File: config.mk
export PLATFORM = sky130hd
export DESIGN_NAME = rx_frame_ctrl
export DESIGN_NICKNAME = d
export VERILOG_FILES = /design/src/rtl/rx_frame_ctrl.sv
export SDC_FILE = /design/constraint.sdc
export NUM_CORES = 1
export LEC_CHECK = 0
export CORE_MARGIN = 2
export CORE_UTILIZATION = 51
export CTS_CLUSTER_SIZE = 24
export DETAILED_ROUTE_END_ITERATION = 16
export GPL_ROUTABILITY_DRIVEN = 0
export GPL_TIMING_DRIVEN = 0
export PLACE_DENSITY = 0.75
export SLEW_MARGIN = 40
export SYNTH_ARGS = -nofsm -noshare
export SYNTH_HDL_FRONTEND = slang
export SYNTH_SLANG_ARGS = --single-unit
File: constraint.sdc
create_clock -name CLK -period 2.61 [get_ports CLK]
set_input_delay 0.6525 -clock CLK [delete_from_list [all_inputs] [get_ports CLK]]
set_output_delay 0.6525 -clock CLK [all_outputs]
set_load 0.05 [all_outputs]
File: src/rtl/rx_frame_ctrl.sv
// Receive-side frame controller: captures one frame per Receiver handshake,
// buffers good bytes in a show-ahead FIFO, and tracks framing errors and overrun.
module rx_frame_ctrl #(
  parameter int FIFO_DEPTH = 4,
  parameter int ERR_CNT_W  = 8
) (
  input  logic                          CLK,
  input  logic                          RST_N,
  input  logic [7:0]                    RX_DATA,
  input  logic                          RX_READY,
  input  logic                          RX_ERROR,
  output logic                          DATA_ACK,
  input  logic                          RD_EN,
  output logic [7:0]                    DOUT,
  output logic                          DATA_VALID,
  output logic [$clog2(FIFO_DEPTH):0]   FIFO_COUNT,
  output logic                          OVERRUN,
  output logic [ERR_CNT_W-1:0]          ERR_COUNT,
  input  logic                          CLR_STATUS,
  output logic                          state_dbg
);

  localparam int AW = $clog2(FIFO_DEPTH);
  localparam int CW = AW + 1;

  typedef enum logic {IDLE = 1'b0, ACK = 1'b1} state_t;

  state_t               state_q, state_d;
  logic [AW-1:0]        wr_ptr_q, wr_ptr_d;
  logic [AW-1:0]        rd_ptr_q, rd_ptr_d;
  logic [CW-1:0]        count_q, count_d;
  logic                 overrun_q, overrun_d;
  logic [ERR_CNT_W-1:0] err_cnt_q, err_cnt_d;
  logic [7:0]           mem_q [FIFO_DEPTH];

  logic capture, pop, room, push, drop, err_inc;

  // Handshakes: a frame is taken at the first edge RX_READY=1 is seen in IDLE,
  // and DATA_ACK holds until RX_READY=0 is seen; a byte leaves the FIFO at an
  // edge where RD_EN=1 and DATA_VALID=1 (RD_EN while empty is ignored).
  always_comb begin
    capture = (state_q == IDLE) && RX_READY;
    pop     = RD_EN && (count_q != '0);
    room    = (count_q < CW'(FIFO_DEPTH)) || pop;
    push    = capture && !RX_ERROR && room;
    drop    = capture && !RX_ERROR && !room;
    err_inc = capture && RX_ERROR;
  end

  always_comb begin
    state_d = state_q;
    case (state_q)
      IDLE:    if (RX_READY) state_d = ACK;
      ACK:     if (!RX_READY) state_d = IDLE;
      default: state_d = IDLE;
    endcase
  end

  always_comb begin
    wr_ptr_d  = wr_ptr_q;
    rd_ptr_d  = rd_ptr_q;
    count_d   = count_q;
    overrun_d = overrun_q;
    err_cnt_d = err_cnt_q;
    if (push) wr_ptr_d = wr_ptr_q + AW'(1);
    if (pop)  rd_ptr_d = rd_ptr_q + AW'(1);
    case ({push, pop})
      2'b10:   count_d = count_q + CW'(1);
      2'b01:   count_d = count_q - CW'(1);
      default: count_d = count_q;
    endcase
    // A clear wins over any event arriving in the same cycle.
    if (CLR_STATUS) begin
      overrun_d = 1'b0;
      err_cnt_d = '0;
    end else begin
      if (drop) overrun_d = 1'b1;
      if (err_inc && (err_cnt_q != {ERR_CNT_W{1'b1}})) err_cnt_d = err_cnt_q + ERR_CNT_W'(1);
    end
  end

  always_ff @(posedge CLK or negedge RST_N) begin
    if (!RST_N) begin
      state_q   <= IDLE;
      wr_ptr_q  <= '0;
      rd_ptr_q  <= '0;
      count_q   <= '0;
      overrun_q <= 1'b0;
      err_cnt_q <= '0;
    end else begin
      state_q   <= state_d;
      wr_ptr_q  <= wr_ptr_d;
      rd_ptr_q  <= rd_ptr_d;
      count_q   <= count_d;
      overrun_q <= overrun_d;
      err_cnt_q <= err_cnt_d;
    end
  end

  // Storage is not reset; occupancy alone decides what is valid.
  always_ff @(posedge CLK) begin
    if (push) mem_q[wr_ptr_q] <= RX_DATA;
  end

  assign DATA_ACK   = (state_q == ACK);
  assign DOUT       = mem_q[rd_ptr_q];
  assign DATA_VALID = (count_q != '0);
  assign FIFO_COUNT = count_q;
  assign OVERRUN    = overrun_q;
  assign ERR_COUNT  = err_cnt_q;
  assign state_dbg  = state_q;

endmodule

==> results of run 1 <==
-- area by class of cell --
type / count / share of cell area, %
buffer: 5 / 1.12
clock buffer: 6 / 2.83
clock inverter: 2 / 0.585
inverter: 8 / 1.17
multi-input combinational: 69 / 24.8
sequential: 49 / 54.0
tap: 50 / 2.44
timing repair buffer: 35 / 13.1
-- critical path, stage by stage, from the launching register on --
cell           delay (ps)
dfrtp_1               340
buf_4                 220
mux4_2                530
dlygate4sd2_1         440
-- worst max path at each step --
stage	start	to	slack, ps	depth (start not counted)
final	rd_ptr_q[0]	DOUT[4]	120	3
after global routing	rd_ptr_q[0]	DOUT[4]	50	3
after CTS	rd_ptr_q[0]	DOUT[4]	100	3
after detailed placement	RX_READY	FIFO_COUNT[2]	-180	11
after global placement	RX_READY	FIFO_COUNT[2]	-150	11
after floorplan	FIFO_COUNT[0]	FIFO_COUNT[2]	170	8
-- state kept, by name (all words and copies together), names as in the netlist --
register and count:
DATA_ACK 1, FIFO_COUNT 3, OVERRUN 1, mem_q 32
rd_ptr_q 2, ERR_COUNT 8, wr_ptr_q 2
-- cell usage after synthesis --
cell | number | share of area (%)
nor2_1 | 7 | 1.3
nand2b_1 | 1 | 0.30
buf_1 | 1 | 0.18
and3_1 | 2 | 0.60
nor4_1 | 1 | 0.30
o211ai_1 | 1 | 0.36
a21oi_1 | 4 | 0.96
nor3b_1 | 1 | 0.36
buf_4 | 1 | 0.36
o31ai_1 | 1 | 0.36
clkbuf_1 | 2 | 0.36
edfxtp_1 | 32 | 46
mux2i_1 | 3 | 1.4
inv_1 | 8 | 1.4
and3b_2 | 1 | 0.48
xnor2_1 | 3 | 1.3
nand4_1 | 2 | 0.60
buf_2 | 1 | 0.24
nor2b_1 | 3 | 0.90
fa_1 | 1 | 0.96
xor2_1 | 5 | 2.1
mux2_1 | 1 | 0.54
o21ai_1 | 1 | 0.24
nand3_2 | 1 | 0.48
or3_1 | 3 | 0.90
o21ai_0 | 2 | 0.48
nand3_1 | 1 | 0.24
nand2_1 | 3 | 0.54
o21ai_4 | 1 | 0.78
and2_1 | 5 | 1.5
or4_1 | 1 | 0.36
dfrtp_1 | 17 | 20
ha_1 | 6 | 3.6
mux4_2 | 8 | 8.7
-- metal layers --
metal  track usage (%)  up-vias  share of wire, %
met2              27.9       33                49
met1              20.2      583                43
li1                  -      563                 -
met5                 0        -                 0
met3              4.77        5               5.7
met4              9.75        0               2.5
-- report_power, final --
part | switching, mW | internal (mW) | total (mW)
Clock | 0.248 | 0.189 | 0.437
Combinational | 0.611 | 0.350 | 0.961
Sequential | 0.0512 | 0.913 | 0.964
Total | 0.910 | 1.45 | 2.36
-- cells by family (layout without fill, tap and decap cells) --
family | Yosys count | in the layout | share of synthesized area, %
mux | 12 | 12 | 10.7
flops | 49 | 49 | 66.7
xor+xnor | 8 | 8 | 3.37
simple gates | 32 | 32 | 8.86
fa+ha+maj | 7 | 7 | 4.58
buf+inv | 13 | 56 | 2.59
compound gates | 10 | 10 | 3.19
==> qor.txt, run 1 <==
post-cts resize count = 10
fin crit share = 95.3%
Yosys warnings = 0
worst setup margin = 122 ps
DRT Wirelength = 3.45 mm
Vias/cell = 5.29
Antenna diodes = 0
residual DRC count = 0
Seq. cell area = 0.00139 mm²
area of the mapped netlist = 0.00208 mm²
pwr dens = 920 mW/mm²
grt ovf = 0
FMAX = 0.402 GHz
crit path launch type = flip-flop
setup slack, reg-to-reg = 620 ps
critical-path maximum fanout = 10
GRT Util Overall = 17.0%
I/O Buffers = 35
Root Buffer = clkbuf_8
vias in the first global route = 1172
number of distinct library cells after synthesis = 34
clk_skew = 4.63 ps
First-pass DRT Iterations = 4
Net count, final = 194
CP endpoint kind = output port
Hold WC Path Type = in -> async
share of layout cells above drive strength 1 = 13.2%
Worst Tran Pin Value = 505 ps
Fin. Hold Viols = 0
design area = 0.00257 mm²
Yosys reg bits = 49
DP Area = 0.00249 mm²
Chip Width = 67.8 µm
syn_nets = 152
Post CTS Setup Buffer Count = 0
clk slew on worst S/H paths = 90 ps
core area = 0.00397 mm²
fin. max-slew vios = 0
syn avg cell area = 15.9 µm²
status = finished, final reports clean
worst hold slack = 263 ps
most frequent cells in the layout = 32 x edfxtp_1, 26 x clkdlybuf4s50_1, 17 x dfrtp_1
Util after Layout = 64.7%
initial antenna violation count = 0
RSZ-0062 raised after global routing = false
Mapped Cells = 131
Initial Util = 52.3%
H-Tree Depth = 2
final setup fails = 0
reg2reg path depth = 10
commonest non-fill, non-tap cell in the layout = edfxtp_1
DR WL/cell = 15.4 µm
via count = 1184
Arr. time, crit path = 1840 ps
Cell Rows = 23
fillers = 294
placed cell count = 216
Post-DP HPWL = 2.41 mm
Setup TNS = 0 ps
CTS tree = yes
first-pass GRT wire length = 5.46 mm
Post-CTS Hold Fix Bufs = 0
DRT iter0 DRCs = 46
Setup CP Type = reg -> out
Tmin final = 2490 ps
overall power = 2.36 mW
antenna viol nets, final = 0
largest net degree at the start of global routing = 18
MaxCap Viol Count = 0
register area share after synthesis = 66.7%
die height = 67.8 µm
Final Non-Filler Cells = 224
pre-CTS WS = -185 ps
Area growth, synth to finish = 23.6%
area of the multi-input gates = 637 µm²
clock buffer count from CTS = 5
Reg2Reg Launch Point = FIFO_COUNT[2]
Clock Path Buffers = 2
Critical Path RT = 1960 ps
worst vdd ir = 0.698 mV
Leakage = 0.972 nW
die area = 0.00460 mm²
Ports = 37
Worst R2R End = FIFO_COUNT[2]
Clock Latency Late Sink = 300 ps
slew margin rel. = 66.2%
Sink Count = 49
(Power assumes the default switching activity.)
==> run 2, diff against run 1 <==
Settings changed: CORE_ASPECT_RATIO set to 0.7, SLEW_MARGIN 40 to 30, TNS_END_PERCENT set to 100.
==> run 2 against run 1 <==
Against the previous run: clock-buffer cell count is 1 lower; global-route usage rose by 1.4 points; flip-flop and latch count did not move; hold slack better by 250 ps; clock power grew 2%; clock skew is 5.0 ps higher; combinational power is 2.8% lower; cell count rose by 0.45%; sequential power rose by 2.9%; fmax grew 0.52%; via count up 3.0%; core utilization rose by 1.1 points; critical path type unchanged.
==> qor.txt, run 2 (synthesis results as in run 1) <==
status = finished, final reports clean
core area = 0.00392 mm²
max reg flops = 32
share of layout cells above drive strength 1 = 13.3%
M1 GR Usage = 25.2%
Reg2Reg Launch Point = DATA_ACK
Ports = 37
grt ovf = 0
Clk pwr share = 18.7%
first-pass GRT wire length = 6.16 mm
initial antenna violation count = 0
vias in the first global route = 1265
FMAX = 0.404 GHz
die area = 0.00461 mm²
reg2reg path depth = 10
Pint = 1.45 mW
clock buffer count from CTS = 5
Area growth, synth to finish = 24.2%
Final Non-Filler Cells = 225
setup slack, reg-to-reg = 610 ps
placed cell count = 218
slowest CP cell = mux4_2
H-Tree Depth = 2
Cell Rows = 19
overall power = 2.37 mW
fin. max-slew vios = 0
crit path launch type = flip-flop
Tmin final = 2470 ps
WHS Endpoint = OVERRUN
worst setup margin = 135 ps
GRT busiest layer = met2
DRT Wirelength = 3.75 mm
clk slew on worst S/H paths = 90 ps
Post-DP HPWL = 2.75 mm
slew margin rel. = 47.8%
Clock Path Buffers = 2
pre-CTS WS = -322 ps
Post-CTS Hold Fix Bufs = 0
Antenna diodes = 0
fin crit share = 94.8%
M2 GR Usage = 29.5%
RSZ-0062 raised after global routing = false
I/O Buffers = 35
Arr. time, crit path = 1820 ps
Sink Count = 49
Sw Share = 38.8%
hold path cells = 2
antenna viol nets, final = 0
worst vdd ir = 0.742 mV
critical-path maximum fanout = 10
Root Buffer = clkbuf_8
DRT iter0 DRCs = 86
Setup CP Type = reg -> out
hold path start = OVERRUN
Net count, final = 193
MaxCap Viol Count = 0
Top reg by flops = mem_q
Switch Pwr = 919 µW
DR WL/cell = 16.7 µm
Hold WC Path Type = reg -> reg
Critical Path Max Stage Delay = 530 ps
fillers = 288
Critical Path RT = 1960 ps
CP endpoint kind = output port
Chip Width = 80.3 µm
die height = 57.4 µm
via count = 1220
residual DRC count = 0
met3 GRT Util = 5.22%
Comb power frac = 39.4%
commonest non-fill, non-tap cell in the layout = edfxtp_1
Util after Layout = 65.7%
First-pass DRT Iterations = 4
Vias/cell = 5.42
crit-path cells = buf_4 -> mux4_2 -> dlygate4sd2_1
clk_skew = 9.63 ps
Initial Util = 53.0%
GRT Util Overall = 18.4%
Leakage = 0.980 nW
most frequent cells in the layout = 32 x edfxtp_1, 27 x clkdlybuf4s50_1, 17 x dfrtp_1
Clock Latency Late Sink = 310 ps
Worst Tran Pin Value = 781 ps
pwr dens = 919 mW/mm²
Fin. Hold Viols = 0
Post CTS Setup Buffer Count = 0
design area = 0.00258 mm²
Worst R2R End = FIFO_COUNT[2]
Reg power frac = 41.9%
DP Area = 0.00249 mm²
CTS tree = yes
final setup fails = 0
largest net degree at the start of global routing = 18
## run 2: cell types whose count changed in the layout (fill, tap and decap cells not counted), sizes merged
| cell | delta |
|---|---|
| clkinvlp | -2 |
| clkinv | +3 |
| clkbuf | -1 |
| clkdlybuf4s50 | +1 |
| buf | -2 |
## run 2: area by class of cell
cell class / instances / area, µm² / share of cell area [%]
Multi-Input combinational cell: 69 / 642 / 24.9
Timing Repair Buffer: 35 / 340 / 13.2
Tap cell: 52 / 65.1 / 2.52
Clock inverter: 3 / 22.5 / 0.873
Clock buffer: 5 / 68.8 / 2.67
Sequential cell: 49 / 1390 / 53.8
Buffer: 4 / 23.8 / 0.922
Inverter: 8 / 30.0 / 1.16
## run 2: routing by layer
metal	part of all wire, %	wire (µm)
met5	0	0
met4	1.1	40
met3	4.9	185
met2	49	1850
met1	45	1670
## run 2: power by group through the flow
| stage | Clock (mW) | Sequential, mW | Combinational (mW) |
|---|---|---|---|
| after floorplan | 0 | 1.06 | 0.640 |
| after global placement | 0 | 0.972 | 0.994 |
| after detailed placement | 0 | 0.978 | 1.02 |
| after CTS | 0.449 | 0.963 | 0.981 |
| after global routing | 0.493 | 1.01 | 0.999 |
| final | 0.444 | 0.992 | 0.934 |
## run 2: through the flow
stage / hold WS [ps] / setup TNS [ps]
finish: 515 / 0
global route: 536 / 0
CTS: 512 / 0
detailed placement: 493 / -4860
global placement: 490 / -2250
floorplan: 357 / 0
## run 2: critical path, delay by kind of cell, from the launching register on
kind,cells,cell delay (ps)
multiplexers,1,530
buffers and inverters,2,660
flip-flops,1,330
## run 2: how the worst max path moves through the flow
| stage | start | end |
|---|---|---|
| after floorplan | FIFO_COUNT[0] | FIFO_COUNT[2] |
| after global placement | RX_READY | FIFO_COUNT[2] |
| after detailed placement | RX_READY | FIFO_COUNT[2] |
| after CTS | rd_ptr_q[1] | DOUT[2] |
| after global routing | rd_ptr_q[0] | DOUT[2] |
| final | rd_ptr_q[0] | DOUT[2] |
## run 2: what timing repair did
| item | in CTS | in global routing |
|---|---|---|
| endpoints found under the setup margin | 9 | 10 |
| resized for setup | 10 | 1 |
| gates cloned | 0 | 0 |
| pin swaps | 0 | 0 |
